<file path="src/rtl/sram_controller_pkg.sv">
// Shared widths, state encoding and address helper for the
// word-to-halfword asynchronous SRAM controller.
package sram_controller_pkg;

    localparam int ADDRESS_LEN   = 32;
    localparam int REGISTER_LEN  = 32;
    localparam int DATA_LEN      = REGISTER_LEN;
    localparam int SRAM_DATA_LEN = 16;

    typedef enum logic [1:0] {
        ST_IDLE = 2'd0,
        ST_LO   = 2'd1,
        ST_HI   = 2'd2,
        ST_DONE = 2'd3
    } sram_state_t;

    // Offset into data memory; wraps modulo 2^ADDRESS_LEN.
    function automatic logic [ADDRESS_LEN-1:0] mem_offset(
        input logic [ADDRESS_LEN-1:0] addr,
        input logic [ADDRESS_LEN-1:0] base
    );
        return addr - base;
    endfunction

endpackage

</file>
<file path="src/rtl/sram_wait_counter.sv">
// Per-halfword hold counter: counts cycles on the SRAM pins and
// flags the last cycle of each half-word access.
module sram_wait_counter #(
    parameter int WAIT_CYCLES = 1,
    localparam int CW = $clog2(WAIT_CYCLES) + 1
) (
    input  logic clk,
    input  logic rst,
    input  logic i_clear,
    input  logic i_en,
    output logic o_tc
);

    logic [CW-1:0] r_count;

    always_ff @(posedge clk) begin
        if (!rst) begin
            r_count <= '0;
        end else if (i_clear) begin
            r_count <= '0;
        end else if (i_en) begin
            r_count <= r_count + 1'b1;
        end
    end

    assign o_tc = (r_count == CW'(WAIT_CYCLES - 1));

endmodule

</file>
<file path="src/rtl/sram_controller.sv">
// Splits a 32-bit memory-stage access into two 16-bit SRAM accesses
// and holds the pipeline (ready=0) until both halves are done.
module sram_controller
    import sram_controller_pkg::*;
#(
    parameter int WAIT_CYCLES   = 1,
    parameter int BASE_ADDR     = 1024,
    parameter int SRAM_ADDR_LEN = 18
) (
    input  logic                     clk,
    input  logic                     rst,
    input  logic                     rd_en,
    input  logic                     wr_en,
    input  logic [ADDRESS_LEN-1:0]   address,
    input  logic [DATA_LEN-1:0]      write_data,
    output logic [DATA_LEN-1:0]      read_data,
    output logic                     ready,
    output logic [SRAM_ADDR_LEN-1:0] sram_addr,
    output logic [SRAM_DATA_LEN-1:0] sram_dq_out,
    output logic                     sram_dq_oe,
    input  logic [SRAM_DATA_LEN-1:0] sram_dq_in,
    output logic                     sram_we_n
);

    localparam int BW = SRAM_ADDR_LEN - 1;
    localparam int HW = SRAM_DATA_LEN;

    sram_state_t r_state;
    sram_state_t w_next_state;

    logic                     r_is_wr;
    logic [BW-1:0]            r_base;
    logic [DATA_LEN-1:0]      r_wdata;
    logic [DATA_LEN-1:0]      r_read_data;
    logic [SRAM_ADDR_LEN-1:0] r_sram_addr;
    logic [HW-1:0]            r_dq_out;
    logic                     r_dq_oe;
    logic                     r_we_n;

    logic                     w_req;
    logic                     w_busy;
    logic                     w_tc;
    logic                     w_tc_hit;
    logic                     w_cnt_clear;
    logic                     w_cap_lo;
    logic                     w_cap_hi;
    logic                     w_ready;
    logic [ADDRESS_LEN-1:0]   w_off;
    logic [BW-1:0]            w_req_base;
    logic                     w_unused_off;
    logic                     w_src_wr;
    logic [BW-1:0]            w_src_base;
    logic [DATA_LEN-1:0]      w_src_data;
    logic [SRAM_ADDR_LEN-1:0] w_nxt_addr;
    logic [HW-1:0]            w_nxt_dq;
    logic                     w_nxt_oe;
    logic                     w_nxt_we_n;

    assign w_req        = rd_en | wr_en;
    assign w_off        = mem_offset(address, ADDRESS_LEN'(BASE_ADDR));
    assign w_req_base   = w_off[SRAM_ADDR_LEN:2];
    assign w_unused_off = ^{w_off[ADDRESS_LEN-1:SRAM_ADDR_LEN+1], w_off[1:0]};
    assign w_busy       = (r_state == ST_LO) || (r_state == ST_HI);
    assign w_tc_hit     = w_busy && w_tc;
    assign w_cnt_clear  = w_tc_hit || !w_busy;

    sram_wait_counter #(
        .WAIT_CYCLES(WAIT_CYCLES)
    ) u_wait (
        .clk    (clk),
        .rst    (rst),
        .i_clear(w_cnt_clear),
        .i_en   (w_busy),
        .o_tc   (w_tc)
    );

    always_ff @(posedge clk) begin
        if (!rst) begin
            r_state <= ST_IDLE;
        end else begin
            r_state <= w_next_state;
        end
    end

    always_comb begin
        w_next_state = r_state;
        unique case (r_state)
            ST_IDLE: if (w_req) w_next_state = ST_LO;
            ST_LO:   if (w_tc) w_next_state = ST_HI;
            ST_HI:   if (w_tc) w_next_state = ST_DONE;
            ST_DONE: w_next_state = ST_IDLE;
            default: w_next_state = ST_IDLE;
        endcase
    end

    // Pin values are decoded for the upcoming state and then registered,
    // so the strobe, address and data all switch on the same clock edge.
    always_comb begin
        w_src_wr   = (r_state == ST_IDLE) ? wr_en : r_is_wr;
        w_src_base = (r_state == ST_IDLE) ? w_req_base : r_base;
        w_src_data = (r_state == ST_IDLE) ? write_data : r_wdata;
        w_nxt_addr = r_sram_addr;
        w_nxt_dq   = r_dq_out;
        w_nxt_oe   = 1'b0;
        w_nxt_we_n = 1'b1;
        unique case (w_next_state)
            ST_LO: begin
                w_nxt_addr = {w_src_base, 1'b0};
                if (w_src_wr) begin
                    w_nxt_dq   = w_src_data[HW-1:0];
                    w_nxt_oe   = 1'b1;
                    w_nxt_we_n = 1'b0;
                end
            end
            ST_HI: begin
                w_nxt_addr = {w_src_base, 1'b1};
                if (w_src_wr) begin
                    w_nxt_dq   = w_src_data[DATA_LEN-1:HW];
                    w_nxt_oe   = 1'b1;
                    w_nxt_we_n = 1'b0;
                end
            end
            default: ;
        endcase
        w_cap_lo = (r_state == ST_LO) && w_tc && !r_is_wr;
        w_cap_hi = (r_state == ST_HI) && w_tc && !r_is_wr;
        w_ready  = 1'b0;
        unique case (r_state)
            ST_IDLE: w_ready = !w_req;
            ST_DONE: w_ready = 1'b1;
            default: w_ready = 1'b0;
        endcase
    end

    always_ff @(posedge clk) begin
        if (!rst) begin
            r_is_wr     <= 1'b0;
            r_base      <= '0;
            r_wdata     <= '0;
            r_read_data <= '0;
            r_sram_addr <= '0;
            r_dq_out    <= '0;
            r_dq_oe     <= 1'b0;
            r_we_n      <= 1'b1;
        end else begin
            if ((r_state == ST_IDLE) && w_req) begin
                r_is_wr <= wr_en;
                r_base  <= w_req_base;
                r_wdata <= write_data;
            end
            if (w_cap_lo) begin
                r_read_data[HW-1:0] <= sram_dq_in;
            end
            if (w_cap_hi) begin
                r_read_data[DATA_LEN-1:HW] <= sram_dq_in;
            end
            r_sram_addr <= w_nxt_addr;
            r_dq_out    <= w_nxt_dq;
            r_dq_oe     <= w_nxt_oe;
            r_we_n      <= w_nxt_we_n;
        end
    end

    assign read_data   = r_read_data;
    assign ready       = w_ready;
    assign sram_addr   = r_sram_addr;
    assign sram_dq_out = r_dq_out;
    assign sram_dq_oe  = r_dq_oe;
    assign sram_we_n   = r_we_n;

endmodule

</file>
<file path="config.mk">
export PLATFORM = sky130hd
export DESIGN_NAME = sram_controller
export DESIGN_NICKNAME = d
export VERILOG_FILES = /design/src/rtl/sram_controller_pkg.sv /design/src/rtl/sram_wait_counter.sv /design/src/rtl/sram_controller.sv
export SDC_FILE = /design/constraint.sdc
export NUM_CORES = 1
export LEC_CHECK = 0
export BUFFER_PORTS_ARGS = -buffer_cell sky130_fd_sc_hd__buf_2
export CORE_AREA = 4 4 111 113
export DETAILED_ROUTE_END_ITERATION = 8
export DIE_AREA = 0 0 115 117
export HOLD_SLACK_MARGIN = 0.03
export PLACE_DENSITY = 0.76
export REMOVE_ABC_BUFFERS = 1
export SKIP_CTS_REPAIR_TIMING = 1
export SYNTH_ARGS = -nofsm -noshare
export SYNTH_HDL_FRONTEND = slang
export SYNTH_SLANG_ARGS = --single-unit
export TNS_END_PERCENT = 5
</file>
<file path="constraint.sdc">
create_clock -name clk -period 2.25 [get_ports clk]
set_input_delay 0 -clock clk [delete_from_list [all_inputs] [get_ports clk]]
set_output_delay 0 -clock clk [all_outputs]
set_load 0.005 [all_outputs]
</file>
==> results of run 1 <==
-- layout by cell type, fill, tap and decap left out, drive strengths merged, types with 3 or more instances in the layout --
master and instances:
buf 154, a21oi 8, and2 11, nor2 15
nor3b 6, a211oi 3, o211a 4, nor2b 8
clkinv 7, ha 8, mux4 16, nor3 4
inv 8, dfxtp 121, clkbuf 24, o21ai 16
dlygate4sd3 63, nand2b 4, a21boi 92, nand2 193
mux2i 10, xnor2 3
-- power by group through the flow --
stage	clock network, W	registers, W	logic, W
finish	0.00255	0.00272	0.00234
global route	0.00269	0.00276	0.00261
CTS	0.00258	0.00271	0.00216
detailed placement	0	0.00275	0.00215
global placement	0	0.00274	0.00208
floorplan	0	0.00274	0.00125
-- per-stage QoR --
step / hold slack (ns) / setup WS (ns) / util / std cells / TNS [ns]
after global placement: 0.257 / -0.00562 / 0.541 / 846 / -0.0410
after detailed placement: 0.265 / -0.171 / 0.541 / 846 / -2.01
after global routing: 0.0518 / -0.0993 / 0.650 / 944 / -0.612
after CTS: -0.168 / -0.191 / 0.590 / 878 / -2.33
final: 0.0275 / 0.0442 / 0.650 / 944 / 0
after floorplan: 0.122 / -1.83 / - / 552 / -97.66
-- final timing paths --
kind	start	end	slack (ns)	cells past startpoint
max	r_state[1]	sram_dq_out[5]	0.04	11
max reg2reg	r_state[1]	sram_dq_out[5]	0.04	11
min reg2reg	read_data[15]	read_data[15]	0.46	2
min	address[13]	r_base[11]	0.03	4
-- area by class of cell --
| type | count | area, um^2 | share of cell area |
|---|---|---|---|
| multi-input cells | 423 | 2680 | 0.364 |
| flip-flops and latches | 121 | 2420 | 0.329 |
| repair buffers | 217 | 1490 | 0.202 |
| clock buffers | 24 | 492 | 0.0668 |
| well taps | 143 | 179 | 0.0243 |
| clock inverters | 8 | 68.8 | 0.00935 |
| inverters | 8 | 30.0 | 0.00408 |
-- routing by layer --
layer  vias to the layer above  track usage  wire length, um
li1                       2381            -                -
met1                      2257        0.215             5600
met2                       164        0.345             6940
met3                        33       0.0555              914
met4                         0       0.0861              386
met5                         -            0                0
-- flip-flops by register name, indices dropped and copies added, names as in the netlist --
register and flops:
sram_dq_oe 1, r_state 2, sram_we_n 1, r_wdata 32
u_wait.r_count 1, sram_dq_out 16, sram_addr 18, read_data 32
r_is_wr 1, r_base 17
-- worst max-delay path, stage by stage, from the launching register on --
cell,delay (ns)
dfxtp_1,0.33
inv_1,0.09
ha_1,0.23
a211o_1,0.30
o21ai_0,0.11
inv_1,0.09
ha_1,0.21
nor2_2,0.16
o21ba_2,0.18
buf_12,0.15
nand2_1,0.07
a21boi_0,0.20
-- cell families after synthesis --
| family | Yosys count | share of synthesized area |
|---|---|---|
| compound gates | 136 | 0.188 |
| xor+xnor | 4 | 0.00666 |
| fa+ha+maj | 8 | 0.0190 |
| buf+inv | 50 | 0.0381 |
| flops | 121 | 0.461 |
| mux | 27 | 0.0897 |
| other cells | 1 | 0.000713 |
| simple gates | 247 | 0.198 |
==> results by group, run 1 <==
Power
  – Worst vdd rail ir drop: 0.598 mV
  – Reg power frac: 0.357
  – PwrDens: 1030 nW/um^2
  – Comb pwr share: 0.308
  – Power share of the clock group: 0.335
  – Pleak: 3.20 nW
  – Switching power: 0.00235 W
  – Sw Share: 0.309
  – Power Total: between 0.007 and 0.008 W
  – Total internal power: about 0.0053 W

Route
  – Routed wire length: 13800 um
  – Via density: around 5
  – Drt first-iter violations: about 300
  – Via count: roughly 4.8k
  – Drt wl/cell: around 15 um
  – Post-DRT Antenna Nets: 0
  – Residual DRC count: 0
  – DRT Pass-1 Iters: 5

Floorplanning
  – Core area: 11300 um^2
  – I/O pin cnt: 153
  – Starting density of the core: 0.464
  – DIE AREA: 13500 um^2
  – Die width: 115 um
  – Die Y: 117 um
  – Row count: 39

Placed design
  – GPL Wtd Cong: 0.777
  – Port Buffer Count: 137
  – Area after DPL: about 6100 um^2
  – Hpwl dp: 8700 um

STA
  – Highest clock rate: 0.453 GHz
  – Final Skew: between 0.006 and 0.007 ns
  – Final setup viols: 0
  – Period utilization: 0.980
  – Final Max Slew Viols: 0
  – Final min period: 2.21 ns
  – Final hold vios: 0
  – RSZ-0062 raised after global routing: true
  – Worst slew margin: 0.191
  – Worst Tran Pin Value: 1.21 ns

Layout
  – Fillers: 906
  – Net count, final: between 800 and 900
  – Share of cells above drive strength 1: 0.268
  – Non-Filler Cell Area, Final: around 7400 um^2
  – Synth-to-Final Area Change: 40.1%
  – Antenna cell count: 0

Synth
  – Post-synth ARST share: 0
  – Synthesized area per cell: slightly below 9 um^2
  – Cell Area, Synth: 5260 um^2
  – Top-count cell post-synth: nand2_1
  – Distinct cells, synth: 43
  – Synthesis warning total: 0
  – Seq/Total Area, Yosys: 0.461
  – Gate Count Post-Synth: 594
  – Top_reg_cell synth: dfxtp_1
  – Number of synthesized register bits: 121
  – Commonest cells post-synth: nand2_1 (193), dfxtp_1 (121), a21boi_0 (91), clkbuf_1 (32), mux4_2 (16)
  – Post-synth top area cell: dfxtp_1
  – Synth top area share: 0.461
  – Synth top area cells: dfxtp_1 (46%), nand2_1 (14%), a21boi_0 (13%)
  – Post-synth EDFFs: 0

Global routing
  – First-pass GRT wire length: 20700 um
  – Total congestion overflow: 0
  – Initial antenna violation count: 0
  – Pin count of the biggest net entering global routing: 56
  – Vias in the first global route: 4557
  – GRT Util Overall: 0.194

Setup path
  – WS Path Type: reg2reg
  – Arr. time, crit path: 2.52 ns
  – Req. time, crit path: between 2 and 3 ns
  – CP max FO: 16
  – Crit path launch type: flip-flop
  – Crit path capture type: flip-flop

Clock network
  – CTS Buffer Depth: 2
  – CTS buffer count: 17
  – Clock transition at path regs: roughly 0.05 ns
  – Root buffer selected by CTS: clkbuf_16
  – CTS tree: done
  – Clk_lat worst skew: 0.41 ns
  – CTS sink cnt: 121
  – H-tree Lvls: 4

Worst hold path
  – Worst Hold Class: in2reg

Outcome
  – Status: finished, final reports clean

Run
  – Max Cap Viol: 0
Power figures use the tool's default switching activity.
==> inputs of run 2 (changes only) <==
- CELL_PAD_IN_SITES_DETAIL_PLACEMENT: default -> 0
- CELL_PAD_IN_SITES_GLOBAL_PLACEMENT: default -> 1
- CORE_AREA: 4 4 111 113 -> 4 4 130 132
- CTS_BUF_LIST: default -> sky130_fd_sc_hd__clkbuf_4 sky130_fd_sc_hd__clkbuf_8 sky130_fd_sc_hd__clkbuf_16
- DIE_AREA: 0 0 115 117 -> 0 0 134 136
- MAX_ROUTING_LAYER: default -> met4
- PLACE_DENSITY: 0.76 -> default
- PLACE_DENSITY_LB_ADDON: default -> 0.1
==> run 2 against run 1 <==
Effect of this change: die area grew 35%; via count shrank 2.8%; global-route usage shrank 3.3 points; final cell count grew 7.8%; non-clock buffer count grew 2; design area grew 3.5%; critical path depth is the same; sequential share of layout area shrank 1.1 points; worst hold slack lost 0.025 ns; register-to-register slack gained 0.09 ns; worst setup slack gained 0.094 ns.
==> results by group, run 2 (synthesis gave the netlist of run 1 again) <==
Placed design
  – GPL Wtd Cong: 0.733 (was 0.777)
  – Port Buffer Count: 137 (unchanged)
  – Hpwl dp: 9440 um (was 8700 um)
  – Pre-CTS WS: 0.00610 ns (was -0.171 ns)
  – Inst Count DP: 923 (was 846)

Floorplanning
  – Die width: 134 um (was 115 um)
  – DIE AREA: 18200 um^2 (was 13500 um^2)
  – I/O pin cnt: 153 (unchanged)
  – Core area: 15700 um^2 (was 11300 um^2)
  – Die Y: 136 um (was 117 um)
  – Row count: 46 (was 39)
  – Starting density of the core: 0.335 (was 0.464)

Power
  – Power share of the clock group: 0.356 (was 0.335)
  – Total internal power: 0.00571 W (was 0.00526 W)
  – Pleak: 3.27 nW (was 3.20 nW)
  – Sw Share: 0.297 (was 0.309)
  – Switching power: 0.00241 W (was 0.00235 W)
  – Worst vdd rail ir drop: 0.584 mV (was 0.598 mV)
  – Comb pwr share: 0.309 (was 0.308)
  – PwrDens: 1070 nW/um^2 (was 1030 nW/um^2)
  – Reg power frac: 0.334 (was 0.357)

Clock network
  – CTS tree: done (unchanged)
  – CTS Buffer Depth: 2 (unchanged)
  – CTS sink cnt: 121 (unchanged)
  – Clk_lat worst skew: 0.41 ns (about the same)
  – Root buffer selected by CTS: clkbuf_16 (unchanged)
  – CTS buffer count: 17 (unchanged)
  – H-tree Lvls: 4 (unchanged)
  – Clock transition at path regs: 0.05 ns (about the same)

Route
  – Via density: 4.62 (was 5.12)
  – DRT Pass-1 Iters: 4 (was 5)
  – Drt wl/cell: 14.2 um (was 14.7 um)
  – Via count: 4702 (was 4835)
  – Residual DRC count: 0 (unchanged)
  – Routed wire length: 14500 um (was 13800 um)
  – Drt first-iter violations: 254 (was 301)
  – Post-DRT Antenna Nets: 0 (unchanged)

STA
  – Worst Tran Pin Value: 0.693 ns (was 1.21 ns)
  – Period utilization: 0.938 (was 0.980)
  – Highest clock rate: 0.474 GHz (was 0.453 GHz)
  – Final Skew: 0.00720 ns (was 0.00623 ns)
  – Setup TNS: 0 ns (unchanged)
  – Worst slew margin: 0.538 (was 0.191)
  – Final hold vios: 0 (unchanged)
  – Final worst slack: 0.138 ns (was 0.0442 ns)
  – Final setup viols: 0 (unchanged)
  – Final min period: 2.11 ns (was 2.21 ns)
  – Final Max Slew Viols: 0 (unchanged)

Setup path
  – Crit path launch type: flip-flop (unchanged)
  – CP max FO: 16 (unchanged)
  – Crit path capture type: flip-flop (unchanged)
  – Worst R2R Path Depth: 11 (unchanged)
  – Req. time, crit path: 2.57 ns (about the same)
  – Arr. time, crit path: 2.43 ns (was 2.52 ns)
  – Worst R2R Setup Slack: 0.14 ns (was 0.04 ns)
  – WS Path Type: reg2reg (unchanged)

Run
  – Max Cap Viol: 0 (unchanged)

Global routing
  – GRT Util Overall: 0.161 (was 0.194)
  – Total congestion overflow: 0 (unchanged)
  – Initial antenna violation count: 0 (unchanged)
  – Vias in the first global route: 4473 (was 4557)
  – First-pass GRT wire length: 22500 um (was 20700 um)
  – Pin count of the biggest net entering global routing: 46 (was 56)

Layout
  – Antenna cell count: 0 (unchanged)
  – Fillers: 1520 (was 906)
  – Share of cells above drive strength 1: 0.279 (was 0.268)
  – Synth-to-Final Area Change: 45.0% (was 40.1%)
  – Finished Layout Cells: 1018 (was 944)
  – Commonest non-fill, non-tap cell in the layout: nand2_1 (unchanged)
  – Most frequent cells in the layout: nand2_1 (193), buf_2 (137), dfxtp_1 (119), a21boi_0 (88), dlygate4sd3_1 (63) (was nand2_1 (193), buf_2 (137), dfxtp_1 (120), a21boi_0 (87), dlygate4sd3_1 (63))
  – Final Core Density: 0.485 (was 0.650)
  – Net count, final: 882 (was 880)

Outcome
  – Status: finished, final reports clean (unchanged)

Worst hold path
  – Worst Hold Depth: 4 (unchanged)
  – Worst Hold Class: in2reg (unchanged)
-- run 2: worst max-delay path, cell delays in order (launching register included) --
cell and delay [ns]:
dfxtp_2 0.33, inv_1 0.14, ha_2 0.26, o2bb2ai_1 0.09, a22oi_2 0.29, inv_1 0.08
ha_1 0.20, nor2_2 0.12, o21ba_2 0.17, buf_12 0.15, nand2_1 0.05, a21boi_0 0.15
-- run 2: cell type report --
| class | count | area (um^2) | area share |
|---|---|---|---|
| well taps | 216 | 270 | 0.0355 |
| clock inverters | 8 | 143 | 0.0187 |
| clock buffers | 23 | 489 | 0.0642 |
| flip-flops and latches | 121 | 2420 | 0.318 |
| repair buffers | 219 | 1560 | 0.205 |
| multi-input cells | 423 | 2700 | 0.355 |
| inverters | 8 | 30.0 | 0.00394 |
-- run 2: power groups by stage --
stage	sequential [W]	combinational, W	clock (W)
floorplan	0.00274	0.00125	0
global placement	0.00275	0.00226	0
detailed placement	0.00276	0.00229	0
CTS	0.00271	0.00230	0.00298
global route	0.00276	0.00281	0.00310
finish	0.00271	0.00251	0.00289
-- run 2: stage by stage --
| stage | instance area, um^2 | hold WS (ns) | power, W |
|---|---|---|---|
| 6_report | 7620 | 0.00218 | 0.00812 |
| 5_1_grt | 7620 | 0.0303 | 0.00867 |
| 2_1_floorplan | 5090 | 0.122 | 0.00399 |
| 3_3_place_gp | 6290 | 0.258 | 0.00501 |
| 4_1_cts | 6920 | -0.171 | 0.00800 |
| 3_5_place_dp | 6290 | 0.271 | 0.00505 |
-- run 2: layer usage --
metal | global-route usage | part of all wire | wire length [um] | vias to the layer above
li1 | - | - | - | 2391
met1 | 0.199 | 0.47 | 6800 | 2205
met2 | 0.262 | 0.49 | 7040 | 94
met3 | 0.0389 | 0.033 | 479 | 12
met4 | 0.0480 | 0.010 | 145 | 0
met5 | - | 0 | 0 | -
-- run 2: path summary, 6_finish.rpt --
| kind | from | endpoint |
|---|---|---|
| min | address[16] | sram_addr[15] |
| max | r_state[1] | sram_dq_out[6] |
| min reg2reg | sram_dq_out[13] | sram_dq_out[13] |
| max reg2reg | r_state[1] | sram_dq_out[6] |
